$ cat src/rtl/pipe_ctrl_if.sv
// Handshake bundle between the RV32I datapath and its hazard/sequencing controller.
interface pipe_ctrl_if;
  logic        id_valid;
  logic [4:0]  id_rs1;
  logic [4:0]  id_rs2;
  logic        id_use_rs1;
  logic        id_use_rs2;
  logic [4:0]  id_rd;
  logic        id_we;
  logic        id_is_load;
  logic        ex_redirect;
  logic        dmem_req;
  logic        dmem_ready;
  logic        pc_en;
  logic        ifid_en;
  logic        idex_en;
  logic        exmem_en;
  logic        memwb_en;
  logic        ifid_flush;
  logic        idex_flush;
  logic [1:0]  fwd_rs1_sel;
  logic [1:0]  fwd_rs2_sel;
  logic [31:0] stall_cycles;

  // Datapath side: reports the ID instruction and memory status, consumes controls.
  modport master (
    output id_valid, id_rs1, id_rs2, id_use_rs1, id_use_rs2, id_rd, id_we, id_is_load,
    output ex_redirect, dmem_req, dmem_ready,
    input  pc_en, ifid_en, idex_en, exmem_en, memwb_en, ifid_flush, idex_flush,
    input  fwd_rs1_sel, fwd_rs2_sel, stall_cycles
  );

  // Controller side.
  modport slave (
    input  id_valid, id_rs1, id_rs2, id_use_rs1, id_use_rs2, id_rd, id_we, id_is_load,
    input  ex_redirect, dmem_req, dmem_ready,
    output pc_en, ifid_en, idex_en, exmem_en, memwb_en, ifid_flush, idex_flush,
    output fwd_rs1_sel, fwd_rs2_sel, stall_cycles
  );
endinterface

$ cat src/rtl/pipe_ctrl.sv
// Hazard and sequencing controller for the 5-stage RV32I pipeline: scoreboard,
// registered forwarding selects, and combinational stage enables/flushes.
module pipe_ctrl #(
  parameter int unsigned REDIRECT_BUBBLES = 1
) (
  input logic      clk,
  input logic      rst,
  pipe_ctrl_if.slave bus
);

  localparam int unsigned REG_W = 5;
  localparam int unsigned CNT_W = 2;
  localparam int unsigned SEL_W = 2;
  localparam int unsigned STC_W = 32;

  typedef enum logic [1:0] {RUN, MEMWAIT, REDIR} state_e;

  typedef struct packed {
    logic             valid;
    logic [REG_W-1:0] rd;
    logic             we;
    logic             is_load;
  } slot_t;

  // A slot only produces a hazard if it really writes a non-zero register.
  function automatic logic slot_hit(slot_t s, logic [REG_W-1:0] src);
    return s.valid & s.we & (s.rd != '0) & (s.rd == src);
  endfunction

  // Youngest producer wins; WB at ID time sits in the write-back buffer at EX time.
  function automatic logic [SEL_W-1:0] fwd_sel(logic use_src, logic [REG_W-1:0] src,
                                               slot_t ex, slot_t mem, slot_t wb);
    logic [SEL_W-1:0] sel;
    sel = '0;
    if (use_src && (src != '0)) begin
      if (slot_hit(ex, src))       sel = SEL_W'(1);
      else if (slot_hit(mem, src)) sel = SEL_W'(2);
      else if (slot_hit(wb, src))  sel = SEL_W'(3);
    end
    return sel;
  endfunction

  // The WBBUF position can never match at ID time, so only EX/MEM/WB are stored.
  state_e           state_q, state_d, ret_q, ret_d, eff_state;
  logic [CNT_W-1:0] cnt_q, cnt_d;
  slot_t            ex_q, ex_d, mem_q, mem_d, wb_q, wb_d;
  logic [SEL_W-1:0] rs1_sel_q, rs1_sel_d, rs2_sel_q, rs2_sel_d;
  logic [STC_W-1:0] stall_q, stall_d;

  logic freeze_c, redirect_c, load_use_c;
  logic pc_en_c, ifid_en_c, idex_en_c, exmem_en_c, memwb_en_c;
  logic ifid_flush_c, idex_flush_c;

  // Event detection from current scoreboard and inputs.
  assign freeze_c   = bus.dmem_req & ~bus.dmem_ready;
  assign redirect_c = bus.ex_redirect & ex_q.valid;
  assign load_use_c = bus.id_valid & ex_q.is_load &
                      ((bus.id_use_rs1 & slot_hit(ex_q, bus.id_rs1)) |
                       (bus.id_use_rs2 & slot_hit(ex_q, bus.id_rs2)));

  // State, scoreboard, select and stall-counter registers.
  always_ff @(posedge clk) begin
    if (rst) begin
      state_q   <= RUN;
      ret_q     <= RUN;
      cnt_q     <= '0;
      ex_q      <= '0;
      mem_q     <= '0;
      wb_q      <= '0;
      rs1_sel_q <= '0;
      rs2_sel_q <= '0;
      stall_q   <= '0;
    end else begin
      state_q   <= state_d;
      ret_q     <= ret_d;
      cnt_q     <= cnt_d;
      ex_q      <= ex_d;
      mem_q     <= mem_d;
      wb_q      <= wb_d;
      rs1_sel_q <= rs1_sel_d;
      rs2_sel_q <= rs2_sel_d;
      stall_q   <= stall_d;
    end
  end

  // Next-state, pipeline controls and scoreboard advance.
  always_comb begin
    pc_en_c      = 1'b1;
    ifid_en_c    = 1'b1;
    idex_en_c    = 1'b1;
    exmem_en_c   = 1'b1;
    memwb_en_c   = 1'b1;
    ifid_flush_c = 1'b0;
    idex_flush_c = 1'b0;
    state_d      = state_q;
    ret_d        = ret_q;
    cnt_d        = cnt_q;
    ex_d         = ex_q;
    mem_d        = mem_q;
    wb_d         = wb_q;
    rs1_sel_d    = rs1_sel_q;
    rs2_sel_d    = rs2_sel_q;
    stall_d      = stall_q;
    eff_state    = (state_q == MEMWAIT) ? ret_q : state_q;

    if (rst) begin
      pc_en_c      = 1'b0;
      ifid_en_c    = 1'b0;
      idex_en_c    = 1'b0;
      exmem_en_c   = 1'b0;
      memwb_en_c   = 1'b0;
      ifid_flush_c = 1'b1;
      idex_flush_c = 1'b1;
    end else if (freeze_c) begin
      pc_en_c    = 1'b0;
      ifid_en_c  = 1'b0;
      idex_en_c  = 1'b0;
      exmem_en_c = 1'b0;
      memwb_en_c = 1'b0;
      state_d    = MEMWAIT;
      ret_d      = eff_state;
    end else begin
      state_d = eff_state;
      if (redirect_c) begin
        ifid_flush_c = 1'b1;
        idex_flush_c = 1'b1;
        if (REDIRECT_BUBBLES > 1) begin
          state_d = REDIR;
          cnt_d   = CNT_W'(REDIRECT_BUBBLES - 1);
        end
      end else if (eff_state == REDIR) begin
        ifid_flush_c = 1'b1;
        cnt_d        = cnt_q - CNT_W'(1);
        if (cnt_q <= CNT_W'(1)) state_d = RUN;
      end else if (load_use_c) begin
        pc_en_c      = 1'b0;
        ifid_en_c    = 1'b0;
        idex_flush_c = 1'b1;
      end

      ex_d.valid   = bus.id_valid & ~idex_flush_c;
      ex_d.rd      = bus.id_rd;
      ex_d.we      = bus.id_we;
      ex_d.is_load = bus.id_is_load;
      mem_d        = ex_q;
      wb_d         = mem_q;
      rs1_sel_d    = ex_d.valid ? fwd_sel(bus.id_use_rs1, bus.id_rs1, ex_q, mem_q, wb_q) : '0;
      rs2_sel_d    = ex_d.valid ? fwd_sel(bus.id_use_rs2, bus.id_rs2, ex_q, mem_q, wb_q) : '0;
    end

    if (!rst && !pc_en_c && (stall_q != '1)) stall_d = stall_q + STC_W'(1);
  end

  assign bus.pc_en        = pc_en_c;
  assign bus.ifid_en      = ifid_en_c;
  assign bus.idex_en      = idex_en_c;
  assign bus.exmem_en     = exmem_en_c;
  assign bus.memwb_en     = memwb_en_c;
  assign bus.ifid_flush   = ifid_flush_c;
  assign bus.idex_flush   = idex_flush_c;
  assign bus.fwd_rs1_sel  = rs1_sel_q;
  assign bus.fwd_rs2_sel  = rs2_sel_q;
  assign bus.stall_cycles = stall_q;

endmodule

$ cat src/flat_wrapper.sv
// flat-port wrapper written by rule: the top's interface ports become plain ports
module pipe_ctrl_flat 
#(
  parameter int unsigned REDIRECT_BUBBLES = 1
)
  (clk, rst, bus_id_valid, bus_id_rs1, bus_id_rs2, bus_id_use_rs1, bus_id_use_rs2, bus_id_rd, bus_id_we, bus_id_is_load, bus_ex_redirect, bus_dmem_req, bus_dmem_ready, bus_pc_en, bus_ifid_en, bus_idex_en, bus_exmem_en, bus_memwb_en, bus_ifid_flush, bus_idex_flush, bus_fwd_rs1_sel, bus_fwd_rs2_sel, bus_stall_cycles);
  pipe_ctrl_if bus_i ();
  input logic clk;
  input logic rst;
  input wire logic [$bits(bus_i.id_valid)-1:0] bus_id_valid;
  input wire logic [$bits(bus_i.id_rs1)-1:0] bus_id_rs1;
  input wire logic [$bits(bus_i.id_rs2)-1:0] bus_id_rs2;
  input wire logic [$bits(bus_i.id_use_rs1)-1:0] bus_id_use_rs1;
  input wire logic [$bits(bus_i.id_use_rs2)-1:0] bus_id_use_rs2;
  input wire logic [$bits(bus_i.id_rd)-1:0] bus_id_rd;
  input wire logic [$bits(bus_i.id_we)-1:0] bus_id_we;
  input wire logic [$bits(bus_i.id_is_load)-1:0] bus_id_is_load;
  input wire logic [$bits(bus_i.ex_redirect)-1:0] bus_ex_redirect;
  input wire logic [$bits(bus_i.dmem_req)-1:0] bus_dmem_req;
  input wire logic [$bits(bus_i.dmem_ready)-1:0] bus_dmem_ready;
  output wire logic [$bits(bus_i.pc_en)-1:0] bus_pc_en;
  output wire logic [$bits(bus_i.ifid_en)-1:0] bus_ifid_en;
  output wire logic [$bits(bus_i.idex_en)-1:0] bus_idex_en;
  output wire logic [$bits(bus_i.exmem_en)-1:0] bus_exmem_en;
  output wire logic [$bits(bus_i.memwb_en)-1:0] bus_memwb_en;
  output wire logic [$bits(bus_i.ifid_flush)-1:0] bus_ifid_flush;
  output wire logic [$bits(bus_i.idex_flush)-1:0] bus_idex_flush;
  output wire logic [$bits(bus_i.fwd_rs1_sel)-1:0] bus_fwd_rs1_sel;
  output wire logic [$bits(bus_i.fwd_rs2_sel)-1:0] bus_fwd_rs2_sel;
  output wire logic [$bits(bus_i.stall_cycles)-1:0] bus_stall_cycles;
  assign bus_i.id_valid = bus_id_valid;
  assign bus_i.id_rs1 = bus_id_rs1;
  assign bus_i.id_rs2 = bus_id_rs2;
  assign bus_i.id_use_rs1 = bus_id_use_rs1;
  assign bus_i.id_use_rs2 = bus_id_use_rs2;
  assign bus_i.id_rd = bus_id_rd;
  assign bus_i.id_we = bus_id_we;
  assign bus_i.id_is_load = bus_id_is_load;
  assign bus_i.ex_redirect = bus_ex_redirect;
  assign bus_i.dmem_req = bus_dmem_req;
  assign bus_i.dmem_ready = bus_dmem_ready;
  assign bus_pc_en = bus_i.pc_en;
  assign bus_ifid_en = bus_i.ifid_en;
  assign bus_idex_en = bus_i.idex_en;
  assign bus_exmem_en = bus_i.exmem_en;
  assign bus_memwb_en = bus_i.memwb_en;
  assign bus_ifid_flush = bus_i.ifid_flush;
  assign bus_idex_flush = bus_i.idex_flush;
  assign bus_fwd_rs1_sel = bus_i.fwd_rs1_sel;
  assign bus_fwd_rs2_sel = bus_i.fwd_rs2_sel;
  assign bus_stall_cycles = bus_i.stall_cycles;
  pipe_ctrl #(.REDIRECT_BUBBLES(REDIRECT_BUBBLES)) u_core (.clk(clk), .rst(rst), .bus(bus_i));
endmodule
$ cat config.mk
export PLATFORM = sky130hd
export DESIGN_NAME = pipe_ctrl_flat
export DESIGN_NICKNAME = d
export VERILOG_FILES = /design/src/rtl/pipe_ctrl_if.sv /design/src/rtl/pipe_ctrl.sv /design/src/flat_wrapper.sv
export SDC_FILE = /design/constraint.sdc
export NUM_CORES = 1
export LEC_CHECK = 0
export CORE_MARGIN = 2
export CORE_UTILIZATION = 47
export DETAILED_ROUTE_END_ITERATION = 6
export PLACE_DENSITY = 0.73
export REMOVE_ABC_BUFFERS = 1
export SYNTH_ARGS = -nofsm -noshare
export SYNTH_HDL_FRONTEND = slang
export SYNTH_SLANG_ARGS = --single-unit
$ cat constraint.sdc
create_clock -name clk -period 4.47 [get_ports clk]
set_input_delay 0.447 -clock clk [delete_from_list [all_inputs] [get_ports clk]]
set_output_delay 0.447 -clock clk [all_outputs]
set_load 0.05 [all_outputs]
### Word-level counts from Yosys, hierarchy flattened

Index checks and enable logic that the tools add are counted.

| operators by class | value |
|---|---|
| equality and inequality tests | 9 |
| $mul | 0 |
| div/mod/pow operators | 0 |
| reduce and logical (&&, ||, !) cells | 13 |
| add/sub/neg operators | 2 |
| order comparisons | 1 |
| shifts and indexed selects | 0 |
| multiplexer cells | 33 |
| bitwise operators | 24 |

Operators by type and width:

| operator | count |
|---|---|
| adder 32 x 1 -> 32 bit (second input constant) | 1 |
| inequality test 32 bit (second input constant) | 1 |
| equality test 5 bit | 6 |
| two-way mux 2 bit | 14 |
| nonzero test 5 bit | 5 |
| bitwise AND 1 bit | 19 |
| two-way mux 1 bit | 19 |
| logical AND 1 bit | 4 |
| inverter 1 bit | 4 |
| AND reduction 3 bit | 1 |
| equality test 2 x 1 -> 1 bit (second input constant) | 1 |
| equality test 2 bit (second input constant) | 1 |
| <= comparator 2 x 1 -> 1 bit (second input constant) | 1 |
| zero test 1 bit | 2 |
| OR reduction 2 bit | 1 |
| subtractor 2 x 1 -> 2 bit (second input constant) | 1 |
| bitwise OR 1 bit | 1 |

| storage, ports and cells | value |
|---|---|
| memories | 0 |
| bits in read-only memories | 0 |
| output and inout bits | 43 |
| register bits | 64 |
| memory bits (writable) | 0 |
| input port bits | 25 |
| latch bits | 0 |
| word-level logic and storage cells | 99 |

### Longest topological paths before layout

Gate-level depths: netlist of run 1.

| logic depth | value |
|---|---|
| depth in word-level cells | 14 |
| gate-level depth with buffers | 9 |
| depth with buffers taken out | 7 |

### Least setup slack after synthesis of run 1

No wires, ideal clock.

| path | value |
|---|---|
| kind | register to output |
| start | register u_core.ex_q[6] (netlist name) |
| end | output port bus_pc_en |
| arrival | 2.234 ns |
| setup slack | 1.789 ns |
| cell stages (with the launch flop) | 7 |
| data required time | 4.023 ns |
| path buffers | 1 |
| cell sequence | dfxtp_1 or4_1 nor2_1 nor4b_4 o2111ai_1 and2_1 buf_4 |

| between the ends | value |
|---|---|
| cells in the longest elaborated chain, start to end | 11 |

RTL lines:

| what | RTL line | RTL |
|---|---|---|
| from (decl) | pipe_ctrl.sv:46 | `slot_t ex_q, ex_d, mem_q, mem_d, wb_q, wb_d;` |
| from (signal assigned) | pipe_ctrl.sv:67 | `ex_q <= '0;` |
| from (signal assigned) | pipe_ctrl.sv:77 | `ex_q <= ex_d;` |
| nonzero test 5 bit | pipe_ctrl.sv:27 | `return s.valid & s.we & (s.rd != '0) & (s.rd == src);` |
| bitwise AND 1 bit (2 in series) | pipe_ctrl.sv:27 |  |
| bitwise AND 1 bit (on tied branches) | pipe_ctrl.sv:58, pipe_ctrl.sv:59 |  |
| bitwise OR 1 bit (*) | pipe_ctrl.sv:58 | `((bus.id_use_rs1 & slot_hit(ex_q, bus.id_rs1)) \|` |
| bitwise AND 1 bit (*) | pipe_ctrl.sv:57 | `assign load_use_c = bus.id_valid & ex_q.is_load &` |
| two-way mux 1 bit (*) (5 in series) | n/a |  |
| to (decl) | flat_wrapper.sv:21 | `output wire logic [$bits(bus_i.pc_en)-1:0] bus_pc_en;` |

Every way passes the cells marked *; elsewhere a longest branch is shown, timed or not.

### Worst setup path after layout of run 1

| path | value |
|---|---|
| start | input port bus_id_rs2[0] |
| end | output port bus_idex_flush |

| between the ends | value |
|---|---|
| cells in the longest elaborated chain, start to end | 12 |

RTL lines:

| what | RTL line | RTL |
|---|---|---|
| from (decl) | flat_wrapper.sv:12 | `input wire logic [$bits(bus_i.id_rs2)-1:0] bus_id_rs2;` |
| equality test 5 bit | pipe_ctrl.sv:27 |  |
| bitwise AND 1 bit | pipe_ctrl.sv:27 |  |
| bitwise AND 1 bit | pipe_ctrl.sv:59 | `(bus.id_use_rs2 & slot_hit(ex_q, bus.id_rs2)));` |
| bitwise OR 1 bit | pipe_ctrl.sv:58 |  |
| bitwise AND 1 bit | pipe_ctrl.sv:57 |  |
| two-way mux 1 bit | pipe_ctrl.sv:135 | `end else if (load_use_c) begin` |
| two-way mux 1 bit | pipe_ctrl.sv:131 | `end else if (eff_state == REDIR) begin` |
| two-way mux 1 bit | pipe_ctrl.sv:124 | `if (redirect_c) begin` |
| two-way mux 1 bit | pipe_ctrl.sv:114 | `end else if (freeze_c) begin` |
| two-way mux 1 bit | pipe_ctrl.sv:106 | `if (rst) begin` |
| two-way mux 1 bit | pipe_ctrl.sv:114 |  |
| two-way mux 1 bit | pipe_ctrl.sv:106 |  |
| to (decl) | flat_wrapper.sv:27 | `output wire logic [$bits(bus_i.idex_flush)-1:0] bus_idex_flush;` |

Every way passes these cells. The select of a mux whose other input is x is not followed.

==> flow_summary.yaml, run 1 <==
status:
  outcome: "finished clean"
yosys:
  async_flop_share: 0
  synth_top_area_cell: "dfxtp_1"
  synth-edff-count: 0
  synth.avg_cell_area_um2: 8.044
  synth_xor_area_frac: 0.07955
  ys_seq_area_frac: 0.3636
  yosysWarnings: 0
  yosys-top-cells-count: "nand2_1, dfxtp_1, a21oi_1"
  synth_top_family_by_area: "simple AND/OR/NAND/NOR gates"
  synthDistinctLibCells: 50
  yosysMostFrequentCell: "nand2_1"
  synth_area_um2: 3523
  synthAdderAreaFrac: 0.007102
  synth.top_cell.area_share: 0.3636
  synthMuxAreaShare: 0.02521
  synth_top_cells_by_area: "dfxtp_1, a21oi_1, nand2_1"
  syn_inst: 438
  synth_compound_area_frac: 0.1815
  synth-main-ff-cell: "dfxtp_1"
  synthSimpleGateAreaFrac: 0.2937
  yosys_register_bits: 64
die:
  start_util: 0.4858
  dieArea_um2: 8205
  num_rows: 31
  die_y_um: 90.58
  io_pins: 68
  dieWidth_um: 90.58
  core_area_um2: 7253
cts:
  cts.repair.resized: 0
  cts_max_level: 3
  cts_tree: "yes"
  post-cts-setup-buffer-count: 0
  numCtsBuffers: 9
  cts_hold_buf: 0
  clk_latency_ps: 340
  cts.clk_slew.worst_paths_ps: 70
  cts_buffer_depth: 2
  clock-sinks: 64
  cts-root-buf: "clkbuf_8"
setup_path:
  end_kind: "output pin"
  crit_arrival_ps: 3240
  critPathKind: "input port to output pin"
  critPathRequiredTime_ps: 4020
  crit_path_max_fanout: 5
  crit_path_start_kind: "input port"
placed_design:
  dp_slack_ps: 768.2
  gp_congestion: 0.9276
  placed_area_um2: 4220
  portBuffers: 67
  numPlacedInstances: 583
  dpl.hpwl_um: 6562
final_layout:
  design_area_um2: 4419
  finish.utilization: 0.6093
  n_antenna_cell: 0
  drive_gt1_frac: 0.07800
  finalNetCount: 522
  syn_to_final_growth_pct: 25.43
  final_cells: 599
power_and_ir_drop:
  leakage_nw: 1.416
  ir_drop_uv: 172.4
  swShare: 0.2571
  power_switching_mw: 0.3201
  p_seq_frac: 0.478
  total_power_mw: 1.245
  p_clk_frac: 0.407
  internal_power_mw: 0.9249
  power_density_nw_per_um2: 281.7
  combinationalPowerShare: 0.115
detailed_routing:
  drt_iter0_markers: 163
  detail_route.wl_per_cell_um: 15.36
  route.detailed.drc: 0
  routed_wl_um: 9203
  dr.pass1.iters: 4
  viasPerCell: 5.708
  dr_total_vias: 3419
  ant_nets: 0
global_routing:
  grt_pass1_wl_um: 15370
  gr-usage-all-layers: 0.2297
  antenna_found_initial: 0
  grt_pass1_vias: 3202
  overflow: 0
  grt_max_degree: 49
sta:
  post-route-period-util: 0.8257
  slew_violations: 0
  min_period_ps: 3691
  skew_ps: 5.440
  maxSlewHeadroom: 0.4180
  hold-worst-slack_ps: 453.4
  setup_ws_ps: 779.1
  hold_viol: 0
  fmax_mhz: 270.9
  worst_pin_slew_ps: 871.0
  setup_tns_ps: 0
  setup_viol: 0
  rsz0062_at_grt: "no"
flow_run:
  maxCapViolCount: 0
hold_path:
  hp-class: "register to register"
## cell usage in the layout, fill, tap and decap left out, types with 2 or more instances in the layout
cell             netlist  final
nand2_1               66     66
clkdlybuf4s50_1        0     66
dfxtp_1               64     64
a21oi_1               51     51
nor2_1                23     23
xnor2_1               23     23
or4_1                 20     20
nand3_1               20     20
o21ai_0               15     15
o31ai_1               15     15
nand4_1               12     12
nor2b_1               12     11
clkbuf_8               0     11
nor4_1                10     10
inv_1                  9      9
xor2_1                 9      9
or3_1                  8      8
nor3_1                 7      7
buf_4                  6      6
mux2_2                 5      5
and2_1                 4      4
o41ai_1                4      4
nand2b_1               3      3
o211ai_1               3      3
or2_2                  2      2
and3_1                 2      2
mux2_1                 2      2
ha_1                   2      2
clkinv_2               0      2
clkbuf_1              15      2
## area by class of cell
type / instances / area (um2)
flip-flops and latches: 64 / 1281
well taps: 99 / 123.9
fillers: 654 / 2834
inverters: 9 / 33.78
repair buffers: 73 / 710.7
multi-input cells: 338 / 2071
clock buffers: 13 / 158.9
clock inverters: 3 / 40.04
## power groups by stage
stage	sequential [mW]	clock [mW]	combinational (mW)
detailed placement	0.608	0	0.143
finish	0.595	0.507	0.143
global placement	0.608	0	0.140
floorplan	0.604	0	0.0784
global route	0.596	0.539	0.156
CTS	0.595	0.515	0.144
## critical path, stage by stage
cell and delay, ps:
clkdlybuf4s50_1 580, xnor2_1 160, nand4_1 180, nor4b_4 530, o21ai_1 200, o21ai_0 190
a21o_1 140, clkdlybuf4s50_1 800
## path summary, 6_finish.rpt
| kind | start | endpoint | slack [ps] | cells past startpoint |
|---|---|---|---|---|
| setup reg to reg | u_core.bus.stall_cycles[6]$_SDFFE_PP0P_ | u_core.bus.stall_cycles[5]$_SDFFE_PP0P_ | 1680 | 6 |
| hold reg to reg | u_core.bus.fwd_rs1_sel[1]$_SDFFE_PP0N_ | u_core.bus.fwd_rs1_sel[1]$_SDFFE_PP0N_ | 450 | 2 |
| hold / removal | u_core.bus.fwd_rs1_sel[1]$_SDFFE_PP0N_ | u_core.bus.fwd_rs1_sel[1]$_SDFFE_PP0N_ | 450 | 2 |
| setup / recovery | bus_id_rs2[0] | bus_idex_flush | 780 | 8 |
## routing by layer
metal  track usage  vias to the layer above  routed length (um)
li1              -                     1701                   -
met1        0.3053                     1603                4341
met2        0.3644                      100                4278
met3       0.04674                       15                 417
met4       0.09359                        0                 165
met5             0                        -                   0
## registers in the layout, indices dropped and copies added (netlist names)
signal and count:
u_core.bus.fwd_rs1_sel 2, u_core.bus.fwd_rs2_sel 2, u_core.bus.stall_cycles 32, u_core.cnt_q 2, u_core.ex_q 8, u_core.mem_q 7
u_core.ret_q 2, u_core.state_q 2, u_core.wb_q 7
## cells by family after synthesis
kind of cell	Yosys count
fa+ha+maj	2
mux	8
xor+xnor	32
compound gates	100
simple gates	196
flops	64
buf+inv	36
Power figures use the tool's default switching activity.
==> run 2, diff against run 1 <==
--- a/config.mk
+++ b/config.mk
@@ -8,7 +8,7 @@
 export CORE_MARGIN = 2
 export CORE_UTILIZATION = 47
 export DETAILED_ROUTE_END_ITERATION = 6
-export PLACE_DENSITY = 0.73
+export PLACE_DENSITY = 0.76
 export REMOVE_ABC_BUFFERS = 1
 export SYNTH_ARGS = -nofsm -noshare
 export SYNTH_HDL_FRONTEND = slang
==> constraint.sdc (replaced) <==
create_clock -name clk -period 3.19 [get_ports clk]
set_input_delay 0.319 -clock clk [delete_from_list [all_inputs] [get_ports clk]]
set_output_delay 0.319 -clock clk [all_outputs]
set_load 0.05 [all_outputs]
==> flow_summary.yaml, run 2 (synthesis gave the netlist of run 1 again) <==
final_layout:
  finalNetCount: 527
  n_antenna_cell: 0
  finish.utilization: 0.6238
  multi_input_area_um2: 2071
  seqCellArea_um2: 1281
  n_fill_cell: 654
  largest_reg_flops: 32
  syn_to_final_growth_pct: 28.41
  final_common_cell: "nand2_1"
  drive_gt1_frac: 0.1030
  final_cell_mix: "nand2_1, dfxtp_1, clkdlybuf4s50_1, a21oi_1"
sta:
  post-route-period-util: 0.8982
  skew_ps: 7.720
  hold_viol: 0
  slew_violations: 0
  worst_pin_slew_ps: 506.7
  setup_viol: 0
  fmax_mhz: 349.0
  maxSlewHeadroom: 0.6591
  min_period_ps: 2865
  rsz0062_at_grt: "no"
  setup_ws_ps: 324.7
hold_path:
  hp-start: "u_core.wb_q[7]$_SDFFE_PP0N_"
  hold_depth: 2
  hp-class: "register to register"
  holdPathEnd: "u_core.wb_q[7]$_SDFFE_PP0N_"
global_routing:
  antenna_found_initial: 0
  overflow: 0
  grt_pass1_wl_um: 15610
  grt_pass1_vias: 3281
  gr-usage-all-layers: 0.2305
  grt_max_degree: 42
status:
  outcome: "finished clean"
cts:
  cts-root-buf: "clkbuf_8"
  cts_buffer_depth: 2
  cts_tree: "yes"
  post-cts-setup-buffer-count: 0
  cts_max_level: 3
  clock-sinks: 64
  cts.clk_slew.worst_paths_ps: 70
  cts.repair.resized: 0
  clk_latency_ps: 340
  cts_hold_buf: 0
  numCtsBuffers: 9
die:
  dieArea_um2: 8205
  start_util: 0.4858
  num_rows: 31
  core_area_um2: 7253
  io_pins: 68
  dieWidth_um: 90.58
  die_y_um: 90.58
power_and_ir_drop:
  ir_drop_uv: 207.3
  power_density_nw_per_um2: 391.6
  leakage_nw: 1.472
setup_path:
  r2r_end: "u_core.bus.stall_cycles[5]$_SDFFE_PP0P_"
  ff2ff_path_depth: 8
  crit_arrival_ps: 2550
  timing.rr.start: "u_core.ex_q[6]$_SDFFE_PP0N_"
  end_kind: "output pin"
  critPathRequiredTime_ps: 2870
  critPathKind: "register to output pin"
  rrSetupSlack_ps: 680
  crit_path_start_kind: "register"
  crit_path_max_fanout: 5
detailed_routing:
  drt_iter0_markers: 279
  viasPerCell: 5.762
  route.detailed.drc: 0
  detail_route.wl_per_cell_um: 15.20
  dr.pass1.iters: 5
  ant_nets: 0
  routed_wl_um: 9179
  dr_total_vias: 3480
flow_run:
  maxCapViolCount: 0
placed_design:
  gp_congestion: 0.8835
  dp_slack_ps: 391.2
  dpl.hpwl_um: 6550
  portBuffers: 67
run 2: cell count changes in the layout (fill, tap and decap cells not counted), sizes merged:
| cell | change |
|---|---|
| clkdlybuf4s50 | -6 |
| clkbuf | -2 |
| clkinvlp | +2 |
| buf | +11 |
run 2: layer usage:
metal / global-route usage / part of all wire / wire length, um
met4: 0.07436 / 0.012 / 114
met2: 0.3769 / 0.48 / 4404
met3: 0.03673 / 0.056 / 518
met1: 0.3111 / 0.45 / 4141
met5: 0 / 0 / 0
run 2: final cells by class:
type	count	share of cell area
clock buffer	11	0.03346
clock inverter	5	0.01217
inverter	9	0.007467
multi-input combinational	338	0.4577
sequential	64	0.2832
tap	99	0.02738
timing repair buffer	78	0.1787
run 2: metrics by stage:
step                hold WS, ps  setup TNS, ps  total power, mW  instance area, um2  std cells
floorplan                 388.1         -290.0           0.9563                3383        411
global route              470.0              0            1.836                4524        604
global placement          439.7              0            1.063                4318        588
detailed placement        450.8              0            1.066                4318        588
CTS                       460.4              0            1.779                4524        604
finish                    455.8              0            1.772                4524        604
run 2: power by group:
group | internal [mW] | switching (mW)
Sequential | 0.812 | 0.0200
Clock | 0.401 | 0.321
Combinational | 0.0939 | 0.124
Total | 1.31 | 0.465
run 2: how the worst max path moves through the flow:
| stage | from | to | slack [ps] | depth (start not counted) |
|---|---|---|---|---|
| after detailed placement | bus_id_rs2[0] | u_core.bus.stall_cycles[28]$_SDFFE_PP0P_ | 390 | 8 |
| final | u_core.ex_q[6]$_SDFFE_PP0N_ | bus_pc_en | 320 | 7 |
| after CTS | u_core.ex_q[6]$_SDFFE_PP0N_ | bus_pc_en | 310 | 7 |
| after global routing | u_core.ex_q[6]$_SDFFE_PP0N_ | bus_pc_en | 210 | 7 |
| after global placement | bus_id_rs2[0] | u_core.bus.stall_cycles[26]$_SDFFE_PP0P_ | 460 | 9 |
| after floorplan | bus_dmem_ready | bus_ifid_en | -150 | 4 |
run 2: critical path: stages, from the launching register on:
cell	delay [ps]
dfxtp_1	380
or4_1	580
nor2_1	240
nor4b_4	90
buf_4	170
o2111ai_1	270
and2_1	300
buf_12	170
==> RTL change 1 (flow settings as in run 2) <==
Re-encode `state_e` (3 states) as one-hot, 3 bits wide.
--- a/src/rtl/pipe_ctrl.sv
+++ b/src/rtl/pipe_ctrl.sv
@@ -13,7 +13,7 @@
   localparam int unsigned SEL_W = 2;
   localparam int unsigned STC_W = 32;
 
-  typedef enum logic [1:0] {RUN, MEMWAIT, REDIR} state_e;
+  typedef enum logic [2:0] {RUN = 3'b001, MEMWAIT = 3'b010, REDIR = 3'b100} state_e;
 
   typedef struct packed {
     logic             valid;
Formal check against the unedited RTL: same outputs for any inputs over 4 cycles, from zero or initial values and one cycle with rst high; so few cycles prove little.
==> RTL change 1 against run 2 <==
Global-route usage increased by 0.62 points; design area down 3.5%; sequential cell count grew 2; routed wire length decreased by 0.72%; area after synthesis shrank 3.7%; worst setup slack improved by 0.13 ns; largest cell class unchanged; sequential share of layout area rose by 1.9 points; power up 10%.
==> RTL change 1: results (changes against run 2) <==
metric;value;unit;change
status;finished, final reports clean;;unchanged
P_leak;1.62;nW;was 1.47 nW
Reg2Reg Depth;7;;was 8
Synth Area in XOR/XNOR;13.9;%;was 7.95%
Final non-clock buffer share;16.6;%;was 17.9%
total routed wirelength;9110;um;was 9180 um
final cycle utilization of the critical path;85.8;%;was 89.8%
Worst-Margin Slew;0.657;ns;was 0.507 ns
CTS clock-pin slew for the worst setup and hold paths;0.09;ns;was 0.07 ns
Critical R2R Capture;u_core.bus.stall_cycles[17]$_SDFFE_PP0P_;;was u_core.bus.stall_cycles[5]$_SDFFE_PP0P_
multiplexer share of the synthesized area;0.627;%;was 2.52%
Post-CTS Setup Inserts;0;;unchanged
clock network area share;5.70;%;was 4.56%
Post-synth top cells;66 x dfxtp_1, 56 x nand2_1, 43 x nor2_1;;was 66 x nand2_1, 64 x dfxtp_1, 51 x a21oi_1
Worst Setup SP;u_core.state_q[1]$_SDFF_PP0_;;was u_core.ex_q[6]$_SDFFE_PP0N_
cell area after layout;4370;um^2;was 4520 um^2
placed cell area;4120;um^2;was 4320 um^2
first-pass GRT wire length;14700;um;was 15600 um
compound-gate portion of the synthesized area;12.1;%;was 18.1%
Mapped Cells;423;;was 438
Worst Hold Depth;2;;unchanged
number of global-route vias before repair;3074;;was 3281
Critical Path Sink;bus_ifid_flush;;was bus_pc_en
Storage cell area;1320;um^2;was 1280 um^2
DR WL met2;4390;um;was 4400 um
Hold Startpoint;rst;;was u_core.wb_q[7]$_SDFFE_PP0N_
post-route insts no fill;586;;was 604
Reg2Reg Setup Slack;0.78;ns;was 0.68 ns
register area share after synthesis;39.0;%;was 36.4%
VDD IR-drop max;0.252;mV;was 0.207 mV
Final GP Congestion;0.917;;was 0.884
bufs w/o clock;74;;was 78
Synth Area in Adders;0.738;%;was 0.710%
hold slack;0.197;ns;was 0.456 ns
antenna diode count;1;;was 0
drt first-iter violations;169;;was 279
nonclk inv count;6;;was 9
Synth area leaders;dfxtp_1 39%, xor2_1 10%, nand2_1 6.2%;;was dfxtp_1 36%, a21oi_1 7.2%, nand2_1 7.0%
share of cells above drive strength 1;6.95;%;was 10.3%
multi-input gates;327;;was 338
fraction of area in multi-input gates;44.2;%;was 45.8%
Worst Skew;0.0146;ns;was 0.00772 ns
vias after detailed routing;3224;;was 3480
Place WS;0.372;ns;was 0.391 ns
Nets;511;;was 527
CLK BUF;9;;was 11
largest net degree at the start of global routing;65;;was 42
Seq cells post-synth;66;;was 64
placed cell count;569;;was 588
Critical Path AT;2.42;ns;was 2.55 ns
M1 WL;4240;um;was 4140 um
Hold Path Class;input port to flop;;was flop to flop
Overall Global Routing Usage;23.7;%;was 23.1%
CP Max Fanout;5;;unchanged
met3 WL;422;um;was 518 um
Hold Path End;u_core.ex_q[0]$_SDFFE_PP0N_;;was u_core.wb_q[7]$_SDFFE_PP0N_
post-synthesis instance area;3390;um^2;was 3520 um^2
# fillers;655;;was 654
synth unique cells;46;;was 50
hpwl dp;6360;um;was 6550 um
[RTL change 1: changes by cell type in the layout (fill, tap and decap cells not counted), moves of 9 or more]
| cell | change |
|---|---|
| a21oi_1 | -16 |
| nand2_1 | -10 |
| o31ai_1 | -13 |
| or4_1 | -16 |
| xnor2_1 | -9 |
| and3_1 | +11 |
| nor2_1 | +20 |
| xor2_1 | +31 |
[RTL change 1: worst max-delay path: stages (launching register included)]
cell             delay [ns]
dfxtp_1                0.39
nor2b_1                0.20
a31oi_1                0.12
or2_2                  0.33
a21oi_1                0.12
or2_2                  0.11
clkdlybuf4s50_1        0.79
[RTL change 1: report_power, final]
group          internal, mW  switching (mW)  total (mW)
sequential            0.841          0.0253       0.866
clock                 0.527           0.359       0.887
combinational        0.0822           0.115       0.197
[RTL change 1: routing by layer]
metal,GRT usage (%),up-vias
li1,-,1598
met1,30.7,1521
met2,40.2,96
met3,4.99,9
met4,6.24,0
met5,0,-
==> RTL change 2 (flow settings as in run 2) <==
Made on the original files. `CNT_W`: 2 -> 3.
--- a/src/rtl/pipe_ctrl.sv
+++ b/src/rtl/pipe_ctrl.sv
@@ -9,7 +9,7 @@
 );
 
   localparam int unsigned REG_W = 5;
-  localparam int unsigned CNT_W = 2;
+  localparam int unsigned CNT_W = 3;
   localparam int unsigned SEL_W = 2;
   localparam int unsigned STC_W = 32;
 
Check against the original RTL: no difference found for any inputs over 4 cycles, from zero or initial values and one cycle with rst high; that may be too few to reach the edited logic, so the function may still have changed.
==> RTL change 2 against run 2 <==
Clock power down 3.3%; area after synthesis up 0.36%; worst setup slack worse by 0.040 ns; count of clock-buffer cells in the layout is 1 higher; design area decreased by 1.5%; sequential cell count grew 1; routed wire length fell by 5.5%; power fell by 1.3%; largest cell class unchanged.
==> RTL change 2: results (changes against run 2) <==
metric;value;unit;change
clock network area share;4.38;%;was 4.56%
Worst-Margin Slew;0.990;ns;was 0.507 ns
vias after detailed routing;3402;;was 3480
nonclk inv count;12;;was 9
synth unique cells;51;;was 50
Post-CTS Setup Inserts;0;;unchanged
hpwl dp;6530;um;was 6550 um
Critical Path AT;2.59;ns;was 2.55 ns
fraction of area in registers;29.2;%;was 28.3%
Post-synth top cells;66 x nand2_1, 65 x dfxtp_1, 52 x a21oi_1;;was 66 x nand2_1, 64 x dfxtp_1, 51 x a21oi_1
status;finished, final reports clean;;unchanged
Synth Area in Adders;1.06;%;was 0.710%
logic gate share of total power;11.7;%;was 12.3%
number of global-route vias before repair;3240;;was 3281
Nets;525;;was 527
Final non-clock buffer share;16.4;%;was 17.9%
Final GP Congestion;1.06;;was 0.884
VDD IR-drop max;0.239;mV;was 0.207 mV
placed cell area;4260;um^2;was 4320 um^2
# fillers;685;;was 654
Synth area leaders;dfxtp_1 37%, a21oi_1 7.4%, nand2_1 7.0%;;was dfxtp_1 36%, a21oi_1 7.2%, nand2_1 7.0%
CLK BUF;12;;was 11
bufs w/o clock;75;;was 78
multiplexer share of the synthesized area;2.23;%;was 2.52%
Critical Path Sink;bus_idex_flush;;was bus_pc_en
register area share after synthesis;36.8;%;was 36.4%
DR WL met2;4430;um;was 4400 um
P_leak;1.46;nW;was 1.47 nW
drt first-iter violations;220;;was 279
Reg2Reg Setup Slack;0.59;ns;was 0.68 ns
fraction of area in multi-input gates;46.2;%;was 45.8%
Reg2Reg Depth;6;;was 8
Pint;1.31;mW;about the same
Synth Area in XOR/XNOR;8.67;%;was 7.95%
share of cells above drive strength 1;7.78;%;was 10.3%
Worst Setup SP;u_core.ex_q[2]$_SDFFE_PP0N_;;was u_core.ex_q[6]$_SDFFE_PP0N_
M1 WL;3770;um;was 4140 um
Critical R2R Capture;u_core.bus.stall_cycles[26]$_SDFFE_PP0P_;;was u_core.bus.stall_cycles[5]$_SDFFE_PP0P_
met3 WL;337;um;was 518 um
total routed wirelength;8680;um;was 9180 um
first-pass GRT wire length;14700;um;was 15600 um
Peak Freq;344;MHz;was 349 MHz
num sequential;65;;was 64
compound-gate portion of the synthesized area;17.9;%;was 18.1%
Pre-antenna DRT Iters;4;;was 5
Worst Skew;0.00892;ns;was 0.00772 ns
Overall Global Routing Usage;21.2;%;was 23.1%
Comb. pwr;204;uW;was 218 uW
Place WS;0.351;ns;was 0.391 ns
multi-input gates;334;;was 338
-- RTL change 2: changes by cell type after synthesis, sizes merged, moves of 3 or more --
cell,before,now
and2,5,1
xor2,9,14
o41ai,5,0
nor4,10,15
or4,20,17
inv,9,12
nand4,12,6
o21ai,16,19
-- RTL change 2: critical path: stages, from the launching register on --
cell	delay, ns
dfxtp_1	0.38
or4_4	0.57
o211ai_4	0.27
nor4_4	0.13
o211ai_1	0.41
o21ai_0	0.13
a21o_1	0.22
buf_12	0.15
-- RTL change 2: per-layer routing --
| layer | vias up | track usage (%) |
|---|---|---|
| met5 | - | 0 |
| met4 | 0 | 8.85 |
| met3 | 13 | 2.67 |
| met2 | 89 | 37.9 |
| met1 | 1624 | 25.6 |
| li1 | 1676 | - |
-- RTL change 2: stage by stage --
step | hold WS (ns) | util, % | std cells
floorplan | 0.388 | - | 411
global placement | 0.444 | 58.7 | 585
detailed placement | 0.452 | 58.7 | 585
CTS | 0.462 | 61.4 | 600
global route | 0.470 | 61.4 | 600
finish | 0.458 | 61.4 | 600
